**config.mk**
```make
export PLATFORM = sky130hd
export DESIGN_NAME = cache_arbiter
export DESIGN_NICKNAME = d
export VERILOG_FILES = /design/src/rtl/cache_types_pkg.sv /design/src/rtl/arb_grant.sv /design/src/rtl/cache_arbiter.sv
export SDC_FILE = /design/constraint.sdc
export NUM_CORES = 1
export LEC_CHECK = 0
export ABC_AREA = 1
export CORE_AREA = 8 8 632 634
export CTS_BUF_LIST = sky130_fd_sc_hd__clkbuf_4
export CTS_CLUSTER_DIAMETER = 150
export DETAILED_ROUTE_END_ITERATION = 10
export DIE_AREA = 0 0 640 642
export GPL_TIMING_DRIVEN = 0
export SETUP_SLACK_MARGIN = 0.05
export SLEW_MARGIN = 20
export SYNTH_ARGS = -nofsm -noshare
export SYNTH_HDL_FRONTEND = slang
export SYNTH_SLANG_ARGS = --single-unit
```
**constraint.sdc**
```tcl
create_clock -name clk -period 4.2 [get_ports clk]
set_clock_uncertainty 0.05 [all_clocks]
set_input_delay 0.84 -clock clk [delete_from_list [all_inputs] [get_ports clk]]
set_output_delay 0.84 -clock clk [all_outputs]
set_load 0.1 [all_outputs]
```
**src/rtl/cache_types_pkg.sv**
```systemverilog
// cache_types_pkg: line geometry and arbiter state encoding shared by the cache arbiter.
package cache_types_pkg;
  localparam int s_offset = 5;
  localparam int s_mask = 2 ** s_offset;
  localparam int s_line = 8 * s_mask;
  typedef enum logic [1:0] {IDLE, BUSY0, BUSY1} arb_state_t;
  typedef logic [s_line-1:0] line_t;
endpackage

```
**src/rtl/arb_grant.sv**
```systemverilog
// arb_grant: combinational two-way grant; on a tie client 1 wins unless round-robin says it went last.
module arb_grant (
  input  logic [1:0] req,
  input  logic       last,
  input  logic       rr_en,
  output logic [1:0] gnt
);
  always_comb begin
    gnt[1] = req[1] & (~req[0] | ~rr_en | ~last);
    gnt[0] = req[0] & ~gnt[1];
  end
endmodule

```
**src/rtl/cache_arbiter.sv**
```systemverilog
// cache_arbiter: merges I-cache and D-cache line requests onto one registered downstream port.
// Define CACHE_ARBITER_RR_EN for round-robin tie-breaking; otherwise client 1 wins ties.
module cache_arbiter
  import cache_types_pkg::*;
(
  input  logic        clk,
  input  logic        rst,
  input  logic        c0_read,
  input  logic        c0_write,
  input  logic [31:0] c0_address,
  input  line_t       c0_wdata,
  output logic        c0_resp,
  output line_t       c0_rdata,
  input  logic        c1_read,
  input  logic        c1_write,
  input  logic [31:0] c1_address,
  input  line_t       c1_wdata,
  output logic        c1_resp,
  output line_t       c1_rdata,
  output logic        downstream_read,
  output logic        downstream_write,
  output logic [31:0] downstream_address,
  output line_t       downstream_wdata,
  input  logic        downstream_resp,
  input  line_t       downstream_rdata
);
`ifdef CACHE_ARBITER_RR_EN
  localparam logic rr_en = 1'b1;
`else
  localparam logic rr_en = 1'b0;
`endif
  arb_state_t state, state_next;
  logic       prio;
  logic [1:0] req, gnt;
  logic       grant;
  assign req = {c1_read | c1_write, c0_read | c0_write};
  arb_grant u_grant (
    .req  (req),
    .last (~prio),
    .rr_en(rr_en),
    .gnt  (gnt)
  );
  assign grant    = (state == IDLE) & |gnt;
  assign c0_resp  = (state == BUSY0) & downstream_resp;
  assign c1_resp  = (state == BUSY1) & downstream_resp;
  assign c0_rdata = downstream_rdata;
  assign c1_rdata = downstream_rdata;
  always_comb begin
    state_next = (state == IDLE) ? (gnt[1] ? BUSY1 : gnt[0] ? BUSY0 : IDLE)
               : downstream_resp ? IDLE : state;
  end
  always_ff @(posedge clk) begin
    if (rst) begin
      state              <= IDLE;
      prio               <= 1'b1;
      downstream_read    <= 1'b0;
      downstream_write   <= 1'b0;
      downstream_address <= '0;
      downstream_wdata   <= '0;
    end else begin
      state <= state_next;
      if (grant) begin
        // write dominates a simultaneous read from the same client
        downstream_write   <= gnt[1] ? c1_write : c0_write;
        downstream_read    <= gnt[1] ? c1_read & ~c1_write : c0_read & ~c0_write;
        downstream_address <= gnt[1] ? c1_address : c0_address;
        downstream_wdata   <= gnt[1] ? c1_wdata : c0_wdata;
        prio               <= gnt[0];
      end else if (state != IDLE && downstream_resp) begin
        downstream_read  <= 1'b0;
        downstream_write <= 1'b0;
      end
    end
  end
endmodule
```
==> results.py <==
metrics = {
    "outcome": {
        "status": "finished clean",
    },
    "floorplanning": {
        "die-area_um2": 411000,
        "start_util": 0.0508,
        "coreArea_um2": 390000,
        "num_rows": 230,
        "die_w_um": 640,
        "die_h_um": 642,
        "io_pins": 1643,
    },
    "critical_path": {
        "slowest_delay_ns": 1.28,
        "worstPathMaxFanout": 4,
        "worst-setup-path-type": "flip-flop to primary output",
        "cp_num_buf_inv": 1,
        "worst_ep_required_time_ns": 3.31,
        "endpoint": "c0_resp",
        "critPathTopFamily": "buffers and inverters",
        "crit_cells": 3,
        "startpoint_type": "flip-flop",
        "endpoint_kind": "primary output",
        "cp_cell_sequence": "nand2_1 > nor2_1 > clkdlybuf4s50_1",
        "r2r_slack_ns": 1.94,
        "reg2reg_depth": 8,
        "reg2reg_from": "state[1]",
        "arrival_ns": 2.89,
        "cp-startpoint": "state[0]",
        "cp_slowest_cell": "clkdlybuf4s50_1",
        "reg2reg_to": "downstream_wdata[246]",
    },
    "synth": {
        "synth.avg_cell_area_um2": 5.95,
        "synth_seq_cells": 292,
        "synth_cells": 3328,
        "yosys-top-cells-area": "dfxtp_1 (30%), nand2_1 (22%), buf_4 (21%)",
        "ys_seq_area_frac": 0.295,
        "async_flop_share": 0,
        "synth_edf_count": 0,
        "synth.largest_area_cell": "dfxtp_1",
        "ys_types": 16,
        "syn_area_um2": 19800,
        "synth_top_flop_cell": "dfxtp_1",
        "yosys_warnings": 0,
        "synth_top_area_frac": 0.295,
        "syn_nets": 4167,
    },
    "route": {
        "drcViolationCount": 0,
        "wl_per_cell_um": 32.5,
        "vias": 27100,
        "initialDrtViolationCount": 1955,
        "first_pass_iters": 5,
        "detail-route-antenna-nets": 0,
        "avgViaCountPerCell": 2.67,
        "totalWireLength_um": 330000,
    },
    "clock_network": {
        "clock_path_buffers": 4,
        "cts_tree": "built",
        "cts_sinks": 292,
        "cts_root_buf": "clkbuf_4",
        "cts_buffers": 101,
        "clk_pin_slew_ns": 0.07,
        "cts_max_level": 3,
        "clkLatencyLatePin_ns": 1.06,
    },
    "global_route": {
        "grt_max_degree": 18,
        "grtUsageTotal": 0.153,
        "grt_pass1_wl_um": 383000,
        "grt-ovfl-total": 0,
        "grt_pass1_vias": 25300,
        "antenna_found_initial": 201,
    },
    "place": {
        "io_buffers": 1385,
        "pre_cts_ws_ns": -0.694,
        "place.gp.congestion": 0.927,
        "dp_hpwl_um": 306000,
    },
    "finish": {
        "layout-drive-gt1-share": 0.201,
        "finalNetCount": 5660,
        "fillers": 45600,
        "post-route-util": 0.104,
        "syn_to_final_growth_pct": 104,
    },
    "sta": {
        "finalCritPeriodShare": 0.900,
        "setup_viol": 0,
        "maxSlewViolCount": 0,
        "max_freq_mhz": 265,
        "hold_viol": 0,
        "slew_headroom": 0.173,
        "period_needed_ns": 3.78,
        "whs_ns": 0.328,
        "worst_slack_ns": 0.421,
        "max_slew.worst_pin.slew_ns": 1.24,
        "rsz0062_at_grt": "no",
    },
    "power": {
        "leakage_nw": 17.3,
        "cellPowerDensity_nw_per_um2": 383,
        "ir_worst_vdd_mv": 0.229,
        "power.total_w": 0.0155,
    },
    "min_path": {
        "hp-class": "input pin to flip-flop",
        "min_from": "c1_wdata[97]",
    },
    "run": {
        "max_cap_violations": 0,
    },
}
-- registers in the layout (all words and copies together) (netlist names) --
signal and cells:
state 2, downstream_wdata 256, downstream_write 1, downstream_address 32, downstream_read 1
-- area by class of cell --
| class | count | area, um^2 | share of cell area |
|---|---|---|---|
| Tap cell | 5220 | 6530 | 0.161 |
| Buffer | 703 | 4830 | 0.119 |
| Clock inverter | 30 | 128 | 0.00315 |
| Inverter | 293 | 1100 | 0.0272 |
| Clock buffer | 129 | 968 | 0.0239 |
| Antenna cell | 48 | 120 | 0.00297 |
| Sequential cell | 292 | 5850 | 0.144 |
| Timing Repair Buffer | 1390 | 12900 | 0.319 |
| Multi-Input combinational cell | 2040 | 8050 | 0.199 |
-- placed cells by master (no fill, tap or decap), types with 4 or more instances in the layout --
| master | n |
|---|---|
| dfxtp_1 | 292 |
| o21ai_0 | 279 |
| o21ai_1 | 7 |
| nand2_1 | 1160 |
| inv_1 | 292 |
| clkbuf_1 | 81 |
| clkbuf_4 | 129 |
| nor2_1 | 583 |
| a21oi_1 | 4 |
| clkdlybuf4s50_1 | 1176 |
| buf_2 | 257 |
| buf_4 | 558 |
| clkinv_2 | 8 |
| diode_2 | 48 |
| clkbuf_2 | 10 |
| buf_6 | 4 |
| clkinv_1 | 19 |
-- synth_stat cells, types with 2 or more instances --
master    number
a21oi_1        4
buf_1          2
buf_2         52
buf_4        558
buf_6          3
clkbuf_1      88
dfxtp_1      292
inv_1        292
nand2_1     1160
nor2_1       583
o21ai_0      289
-- through the flow --
stage	setup TNS [ns]	instances	cell area [um^2]
after floorplan	0	3328	19800
after global placement	-18.50	9933	40200
after global routing	0	10100	40400
after detailed placement	-9.06	9938	39300
final	0	10100	40500
after CTS	0	10100	40400
-- kinds of logic after synthesis --
family | after synthesis | synth area share
AO/OA/AOI/OAI | 294 | 0.0744
AND/OR/NAND/NOR | 1746 | 0.331
flip-flops | 292 | 0.295
buffers and inverters | 996 | 0.299
-- worst reg2reg max path, cell delays in order, from the launching register on --
cell,delay (ns)
dfxtp_1,0.36
nor2_1,0.11
nand2_1,0.17
buf_6,0.30
buf_6,0.37
buf_2,0.52
nand2_1,0.11
nand2_1,0.08
nor2_1,0.05
-- where the power goes --
group	internal (W)	switching (W)
clock network	0.00141	0.00165
logic	0.00203	0.00711
registers	0.00311	0.000189
-- what timing repair did --
item / in CTS / in global routing
endpoints found under the setup margin: 1 / 0
resized for setup: 1 / 0
buffers inserted: 0 / 0
hold endpoints to repair: 0 / 0
hold buffers: 0 / 0
-- metal layers --
metal  global-route usage  vias to the layer above  routed length, um
li1                     -                    12400                  -
met1                0.156                    12200             116000
met2                0.270                     1743             161000
met3               0.0923                      512              45900
met4               0.0236                      134               6580
met5                    0                        -                876
-- worst min-delay path by stage --
| stage | slack, ns | cells past startpoint | end |
|---|---|---|---|
| after global routing | 0.19 | 5 | downstream_wdata[93] |
| after global placement | 0.43 | 2 | state[1] |
| after CTS | 0.04 | 5 | downstream_wdata[97] |
| after detailed placement | 0.44 | 2 | state[1] |
| final | 0.33 | 5 | downstream_wdata[97] |
| after floorplan | 0.41 | 2 | state[0] |
Power figures use the tool's default switching activity.
